`src/rtl/cass_in_conditioner.sv`:
```
// Cassette input conditioner: synchronises and de-glitches the tape comparator bit,
// tracks carrier presence to gate CASS_IN, and measures edge-to-edge half-periods.
module cass_in_conditioner #(
  parameter int GLITCH_CYCLES  = 24,
  parameter int MIN_EDGES      = 16,
  parameter int TIMEOUT_CYCLES = 1200000,
  parameter int CNT_W          = 16
) (
  input  logic             CLK,
  input  logic             RESET_N,
  input  logic             ADC_BIT,
  input  logic             ADC_ACTIVE,
  input  logic             ENABLE,
  output logic             CASS_IN,
  output logic             EDGE,
  output logic [CNT_W-1:0] PERIOD,
  output logic             PERIOD_VALID,
  output logic             CARRIER,
  output logic             LED,
  output logic [1:0]       state_dbg
);

  localparam int GW = $clog2(GLITCH_CYCLES + 1);
  localparam int TW = $clog2(TIMEOUT_CYCLES + 1);
  localparam int EW = $clog2(MIN_EDGES + 1);

  localparam logic [GW-1:0]    GLITCH_LAST = GW'(GLITCH_CYCLES - 1);
  localparam logic [TW-1:0]    TMO_LAST    = TW'(TIMEOUT_CYCLES - 1);
  localparam logic [TW-1:0]    TMO_MAX     = TW'(TIMEOUT_CYCLES);
  localparam logic [EW-1:0]    EDGE_TARGET = EW'(MIN_EDGES);
  localparam logic [CNT_W-1:0] PER_MAX     = '1;

  typedef enum logic [1:0] {
    IDLE    = 2'd0,
    ACQUIRE = 2'd1,
    LOCKED  = 2'd2
  } state_t;

  logic [1:0]       bit_sync, act_sync;
  logic             bit_s, act_s;
  logic             filt_q, tog_q, differ, toggle_now;
  logic [GW-1:0]    run_q;
  logic [TW-1:0]    tmo_q;
  logic [CNT_W-1:0] per_q;
  logic [EW-1:0]    ecnt_q, ecnt_d;
  state_t           state_q, state_d;
  logic             abort, edge_evt, timeout, meas_ok;

  always_ff @(posedge CLK or negedge RESET_N) begin
    if (!RESET_N) begin
      bit_sync <= '0;
      act_sync <= '0;
    end else begin
      bit_sync <= {bit_sync[0], ADC_BIT};
      act_sync <= {act_sync[0], ADC_ACTIVE};
    end
  end

  assign bit_s = bit_sync[1];
  assign act_s = act_sync[1];

  // Run counter tracks how long the synced bit has disagreed with the filtered level.
  assign differ     = (bit_s != filt_q);
  assign toggle_now = differ && (run_q == GLITCH_LAST);

  always_ff @(posedge CLK or negedge RESET_N) begin
    if (!RESET_N) begin
      run_q  <= '0;
      filt_q <= 1'b0;
      tog_q  <= 1'b0;
    end else begin
      tog_q <= toggle_now;
      if (!differ || toggle_now) begin
        run_q <= '0;
      end else begin
        run_q <= run_q + GW'(1);
      end
      if (toggle_now) begin
        filt_q <= ~filt_q;
      end
    end
  end

  assign abort    = !act_s || !ENABLE;
  assign edge_evt = tog_q;
  // Fires as the counter steps onto TIMEOUT_CYCLES, so CARRIER drops exactly
  // TIMEOUT_CYCLES cycles after the last EDGE pulse. An edge in the same cycle wins.
  assign timeout  = !edge_evt && (tmo_q >= TMO_LAST);

  always_ff @(posedge CLK or negedge RESET_N) begin
    if (!RESET_N) begin
      tmo_q <= '0;
      per_q <= '0;
    end else begin
      if (abort || edge_evt) begin
        tmo_q <= '0;
      end else if (tmo_q != TMO_MAX) begin
        tmo_q <= tmo_q + TW'(1);
      end
      if (edge_evt) begin
        per_q <= CNT_W'(1);
      end else if (per_q != PER_MAX) begin
        per_q <= per_q + CNT_W'(1);
      end
    end
  end

  always_ff @(posedge CLK or negedge RESET_N) begin
    if (!RESET_N) begin
      state_q <= IDLE;
      ecnt_q  <= '0;
    end else begin
      state_q <= state_d;
      ecnt_q  <= ecnt_d;
    end
  end

  always_comb begin
    state_d = state_q;
    ecnt_d  = ecnt_q;
    if (abort) begin
      state_d = IDLE;
      ecnt_d  = '0;
    end else begin
      case (state_q)
        IDLE: begin
          if (edge_evt) begin
            ecnt_d  = EW'(1);
            state_d = (MIN_EDGES <= 1) ? LOCKED : ACQUIRE;
          end
        end
        ACQUIRE: begin
          if (edge_evt) begin
            ecnt_d = ecnt_q + EW'(1);
            if ((ecnt_q + EW'(1)) == EDGE_TARGET) begin
              state_d = LOCKED;
            end
          end else if (timeout) begin
            state_d = IDLE;
            ecnt_d  = '0;
          end
        end
        LOCKED: begin
          if (timeout) begin
            state_d = IDLE;
            ecnt_d  = '0;
          end
        end
        default: begin
          state_d = IDLE;
          ecnt_d  = '0;
        end
      endcase
    end
  end

  // PERIOD_VALID is a one-cycle strobe with no back-pressure; PERIOD holds its
  // value until the next strobe (carrier loss does not clear it).
  assign meas_ok = edge_evt && !abort && (state_q != IDLE);

  always_ff @(posedge CLK or negedge RESET_N) begin
    if (!RESET_N) begin
      EDGE         <= 1'b0;
      PERIOD_VALID <= 1'b0;
      PERIOD       <= '0;
    end else begin
      EDGE         <= edge_evt && !abort;
      PERIOD_VALID <= meas_ok;
      if (meas_ok) begin
        PERIOD <= per_q;
      end
    end
  end

  assign CARRIER   = (state_q == LOCKED);
  assign CASS_IN   = CARRIER && filt_q;
  assign LED       = CARRIER && filt_q;
  assign state_dbg = state_q;

endmodule

```
`config.mk`:
```
export PLATFORM = sky130hd
export DESIGN_NAME = cass_in_conditioner
export DESIGN_NICKNAME = d
export VERILOG_FILES = /design/src/rtl/cass_in_conditioner.sv
export SDC_FILE = /design/constraint.sdc
export NUM_CORES = 1
export LEC_CHECK = 0
export CORE_MARGIN = 2
export CORE_UTILIZATION = 40
export CTS_BUF_LIST = sky130_fd_sc_hd__clkbuf_4 sky130_fd_sc_hd__clkbuf_8
export DETAILED_ROUTE_END_ITERATION = 16
export PLACE_DENSITY = 0.66
export SYNTH_ARGS = -nofsm -noshare
export SYNTH_HDL_FRONTEND = slang
export SYNTH_SLANG_ARGS = --single-unit
```
`constraint.sdc`:
```
create_clock -name CLK -period 3.25 [get_ports CLK]
set_input_delay 0.65 -clock CLK [delete_from_list [all_inputs] [get_ports CLK]]
set_output_delay 0.65 -clock CLK [all_outputs]
set_load 0.005 [all_outputs]
```
==> flow_summary.toml, run 1 <==
[sta]
fin_crit_ns = 2.77
setup_viol = 0
max-slew-margin-rel = 0.374
finClkSkew_ns = 0.0113
worst_hold_slack_ns = 0.344
finalHoldViolCount = 0
drv_slew = 0
fin_crit_sh = 0.851
rsz0062_at_grt = "false"
fmax_mhz = 362
worst_pin_slew_ns = 0.931
final.setup.tns_ns = 0

[power_and_ir_drop]
internal_power_w = 0.00130
seq_power_share = 0.535
power.leakage_nw = 1.76
power_frac_comb = 0.026
p_sw_frac = 0.245
p_sw_w = 0.000421
cellPowerDensity_nw_per_um2 = 417
finalPower_w = 0.00172
clkPwrFrac = 0.439
vdd_ir_drop_max_uv = 235

[synth]
synth_area_sq_um = 3560
synth_seq_cells = 73
synth.net_count = 385
yosys_warnings = 0
avgSynthCellArea_sq_um = 9.50
yosysUniqueCellTypes = 48
yosysSeqAreaShare = 0.513
syn_inst = 375

[floorplan]
die_width_microns = 98.4
fp.dieH_microns = 98.4
rows = 34
core_area_sq_um = 8680
start_util = 0.411
ios = 28
dieArea_sq_um = 9680

[routing]
routed-via-count = 2675
routed_wl_microns = 6900
first_pass_iters = 4
ant_nets = 0
wl_per_cell_microns = 13.4
vias_per_cell = 5.18
drc = 0
first_iter_violations = 129

[global_route]
grt_pass1_wl_microns = 12000
overflow = 0
grt_start_max_net_pins = 44
gr-usage-all-layers = 0.153
antenna_found_initial = 0
grt_pass1_vias = 2566

[placement]
gp_congestion = 0.841
dp_cells = 500
io_buffers = 27
dpl.hpwl_microns = 4770

[setup_path]
crit_type = "reg -> out"
start_kind = "flip-flop"
end_kind = "output port"
critPathArrivalTime_ns = 2.12
regToRegSetupSlack_ns = 1.16
cp_max_fo = 9
critical_path_required_ns = 2.60

[run_status]
status = "finished clean"

[layout]
multi_input_area_sq_um = 1610
drive_gt1_frac = 0.0833
fillers = 813
seqCellArea_sq_um = 1830
final_core_util = 0.475
final_cells = 516
syn2layout_area_growth_pct = 15.7
diodes = 0
final_nets = 413

[clock_network]
cts_root_buf = "clkbuf_8"
clk_latency_ns = 0.36
cts_made_buffers = 9
h-tree-depth = 3
ctsHoldBuffers = 0
cts_tree = "done"
clockBufferDepth = 2
post_cts_buffers = 0
cts.clk_slew.worst_paths_ns = 0.09
cts_num_sinks = 73
post_cts_resized = 0

[worst_hold_path]
hold_path.class = "in -> async"

[job]
cap_violations = 0
-- state kept, by name, indices dropped and copies added, names as in the netlist --
register      count
per_q            16
tmo_q            21
ecnt_q            5
bit_sync          2
PERIOD           16
run_q             5
act_sync          2
EDGE              1
PERIOD_VALID      1
edge_evt          1
state_dbg         2
filt_q            1
-- logic make-up (layout without fill, tap and decap cells) --
family | after synthesis | count (layout) | synth area share
AND/OR/NAND/NOR | 203 | 203 | 0.282
flip-flops | 73 | 73 | 0.513
buffers and inverters | 24 | 57 | 0.0365
adder cells (fa/ha/maj) | 5 | 5 | 0.0176
multiplexers | 3 | 3 | 0.00878
AO/OA/AOI/OAI | 30 | 30 | 0.0513
XOR/XNOR | 37 | 37 | 0.0909
-- power groups by stage --
stage          Combinational [W]  Sequential (W)  Clock [W]
2_1_floorplan          0.0000171        0.000937          0
3_5_place_dp           0.0000476        0.000938          0
6_report               0.0000448        0.000919   0.000756
3_3_place_gp           0.0000462        0.000937          0
4_1_cts                0.0000477        0.000920   0.000774
5_1_grt                0.0000534        0.000921   0.000824
-- area by class of cell --
type | count | area share
multi-input combinational | 278 | 0.390
clock buffer | 9 | 0.0300
inverter | 10 | 0.00910
sequential | 73 | 0.443
timing repair buffer | 31 | 0.0747
tap | 108 | 0.0328
clock inverter | 7 | 0.0206
-- layer usage --
| layer | routed length, microns | up-vias | part of all wire | GRT usage |
|---|---|---|---|---|
| li1 | - | 1342 | - | - |
| met1 | 3380 | 1273 | 0.49 | 0.211 |
| met4 | 99 | 0 | 0.014 | 0.0506 |
| met3 | 295 | 9 | 0.043 | 0.0372 |
| met5 | 0 | - | 0 | 0 |
| met2 | 3130 | 51 | 0.45 | 0.237 |
-- cells in the final DEF (no fill, tap or decap), drive strengths merged, types with 3 or more instances in the layout --
cell type and instances:
a21oi 13, and3 9, buf 5, clkbuf 9, clkdlybuf4s50 26, dfrtp 73
ha 5, inv 14, nand2 65, nand2b 5, nand3 18, nand4 12
nand4b 3, nor2 51, nor3 14, nor4 8, o21ai 7, or2 3
xnor2 23, xor2 14
-- per-stage QoR --
stage               area, sq um  setup WS, ns
finish                     4120         0.484
global route               4120         0.409
CTS                        4120         0.502
detailed placement         3910         0.895
global placement           3910         0.954
floorplan                  3560          1.35
-- worst max-delay path: stages, from the launching register on --
cell and delay, ns:
dfrtp_1 0.50, nor2b_1 0.53, and2_1 0.23, clkdlybuf4s50_1 0.50
-- cells in the mapped netlist, drive strengths merged --
cell / instances / area share
nor3b: 2 / 0.0042
a31oi: 1 / 0.0018
xnor2: 23 / 0.057
a211oi: 1 / 0.0021
nand2b: 5 / 0.0088
buf: 4 / 0.0070
nor4b: 1 / 0.0042
and4: 2 / 0.0049
nand2: 65 / 0.069
o31a: 1 / 0.0025
or3b: 1 / 0.0025
mux2: 1 / 0.0032
nand3: 18 / 0.025
nand4: 12 / 0.021
a211o: 2 / 0.0053
or4: 1 / 0.0032
nor3: 14 / 0.020
nor2: 51 / 0.054
a21oi: 13 / 0.018
nor4: 8 / 0.020
and4b: 1 / 0.0028
o31ai: 2 / 0.0042
or2: 3 / 0.0053
a41oi: 1 / 0.0025
a32oi: 2 / 0.0049
xor2: 14 / 0.034
clkbuf: 10 / 0.019
and2: 1 / 0.0018
ha: 5 / 0.018
mux2i: 2 / 0.0056
or3: 2 / 0.0035
nand4b: 3 / 0.0074
inv: 10 / 0.011
o21ai: 7 / 0.0098
and3: 9 / 0.017
dfrtp: 73 / 0.51
nor2b: 2 / 0.0035
or4b: 1 / 0.0028
or2b: 1 / 0.0021
-- worst paths after layout --
kind	start	end	depth (start not counted)
max	state_dbg[1]$_DFFE_PN0P_	LED	3
min	RESET_N	tmo_q[1]$_DFFE_PN0P_	1
max reg2reg	per_q[0]$_DFFE_PN0P_	per_q[2]$_DFFE_PN0P_	7
min reg2reg	bit_sync[0]$_DFF_PN0_	bit_sync[1]$_DFF_PN0_	0
max in group asynchronous	RESET_N	per_q[10]$_DFFE_PN0P_	2
min in group CLK	bit_sync[0]$_DFF_PN0_	bit_sync[1]$_DFF_PN0_	0
(Power assumes the default switching activity.)
==> inputs of run 2 (changes only) <==
- SKIP_CTS_REPAIR_TIMING: not set -> 1
==> results of run 2 <==
No change in the layout: final DEF, timing and power equal those of run 1.
==> inputs of run 3 (changes only) <==
- MAX_ROUTING_LAYER: not set -> met4
- SETUP_SLACK_MARGIN: not set -> 0.05
==> run 3 against run 2 <==
  * Worst hold slack got worse by 0.012 ns
  * Cell count rose by 0.19%
  * Clock power fell by 11%
  * Count of clock-buffer cells in the layout did not move
  * First-iteration DRC count rose by 25%
  * Core utilization fell by 0.35 points
==> flow_summary.toml, run 3 (same netlist as run 1, synthesis figures left out) <==
[run_status]
status = "finished clean"

[global_route]
grt_pass1_wl_microns = 12300
gr-usage-all-layers = 0.161
overflow = 0
antenna_found_initial = 0
grt_start_max_net_pins = 40
grt_pass1_vias = 2642

[layout]
final_core_util = 0.472
final_nets = 414
diodes = 0
top_regs = "tmo_q: 21 flops, PERIOD: 16 flops, per_q: 16 flops"
final_cell_mix = "73 x dfrtp_1, 64 x nand2_1, 51 x nor2_1, 26 x clkdlybuf4s50_1, 23 x xnor2_1"
fillers = 839
regMostFlops = "tmo_q"
largest_reg_flops = 21
drive_gt1_frac = 0.0856
syn2layout_area_growth_pct = 14.9
final_common_cell = "dfrtp_1"

[clock_network]
cts_made_buffers = 9
h-tree-depth = 3
cts_num_sinks = 73
clk_latency_ns = 0.36
cts.clk_slew.worst_paths_ns = 0.09
cts_root_buf = "clkbuf_8"
clockBufferDepth = 2
cts_tree = "done"

[floorplan]
fp.dieH_microns = 98.4
ios = 28
dieArea_sq_um = 9680
rows = 34
die_width_microns = 98.4
core_area_sq_um = 8680
start_util = 0.411

[job]
cap_violations = 0

[setup_path]
cp_max_fo = 9
slowest_stage = "clkdlybuf4s50_1"
critical_path_required_ns = 2.60
regToRegSetupSlack_ns = 1.19
max_stage_delay_ns = 0.50
start_kind = "flip-flop"
critPathArrivalTime_ns = 2.03
end_kind = "output port"
crit_type = "reg -> out"
path_cells = "nor2b_1, and2_1, clkdlybuf4s50_1"

[placement]
io_buffers = 27
gp_congestion = 0.859
dpl.hpwl_microns = 4860

[routing]
wl_met2_microns = 3080
first_iter_violations = 161
first_pass_iters = 4
routed_wl_microns = 6960
wl_met3_microns = 281
wl_met1_microns = 3460
routed.top_layer = "met4"
drc = 0
routed-via-count = 2679
wl_per_cell_microns = 13.5
vias_per_cell = 5.18
ant_nets = 0

[sta]
max-slew-margin-rel = 0.383
setup_viol = 0
fin_crit_sh = 0.823
fin_crit_ns = 2.68
finalHoldViolCount = 0
worst_pin_slew_ns = 0.917
drv_slew = 0
fmax_mhz = 374
rsz0062_at_grt = "false"
final.setup.tns_ns = 0
finClkSkew_ns = 0.0113

[power_and_ir_drop]
vdd_ir_drop_max_uv = 176
power.leakage_nw = 1.75
cellPowerDensity_nw_per_um2 = 400

[worst_hold_path]
hold_path.class = "in -> async"
==> run 3: worst max-delay path, delay by kind of cell, from the launching register on <==
kind / cells / cell delay, ns
flip-flops: 1 / 0.49
AND/OR/NAND/NOR: 2 / 0.69
buffers and inverters: 1 / 0.50
==> run 3: final cells by class <==
cell class,count,area [sq um],area share
flip-flops and latches,73,1830,0.446
multi-input cells,278,1610,0.393
repair buffers,32,303,0.0740
well taps,108,135,0.0330
clock buffers,9,124,0.0303
clock inverters,7,60.1,0.0147
inverters,10,37.5,0.00917
==> run 3: metrics by stage <==
step                total power [W]  cells  hold slack, ns  setup WS (ns)  cell area (sq um)
finish                      0.00164    517           0.333          0.575               4090
global route                0.00171    517           0.369          0.463               4090
CTS                         0.00166    517           0.353          0.564               4090
detailed placement         0.000984    501           0.345          0.956               3910
global placement           0.000982    501           0.351          0.965               3910
floorplan                  0.000954    375           0.331           1.35               3560
==> run 3: layer usage <==
layer / global-route usage / vias up
met5: - / -
li1: - / 1329
met4: 0.0748 / 0
met3: 0.0315 / 12
met2: 0.235 / 43
met1: 0.216 / 1295
==> run 3: where the power goes <==
group | total [W] | leakage [nW] | internal (W) | switching, W
Clock | 0.000674 | 0.0848 | 0.000290 | 0.000384
Sequential | 0.000920 | 0.993 | 0.000914 | 0.00000553
Combinational | 0.0000436 | 0.670 | 0.0000129 | 0.0000306
==> run 3: path summary, 6_finish.rpt <==
kind / startpoint / end / depth (start not counted)
worst max-delay path: state_dbg[1]$_DFFE_PN0P_ / CASS_IN / 3
worst min-delay path: RESET_N / run_q[3]$_DFF_PN0_ / 2
worst max register to register: tmo_q[0]$_DFFE_PN0P_ / tmo_q[1]$_DFFE_PN0P_ / 7
worst min register to register: bit_sync[0]$_DFF_PN0_ / bit_sync[1]$_DFF_PN0_ / 0
max in group asynchronous: RESET_N / PERIOD[8]$_DFFE_PN0P_ / 2
min in group CLK: bit_sync[0]$_DFF_PN0_ / bit_sync[1]$_DFF_PN0_ / 0
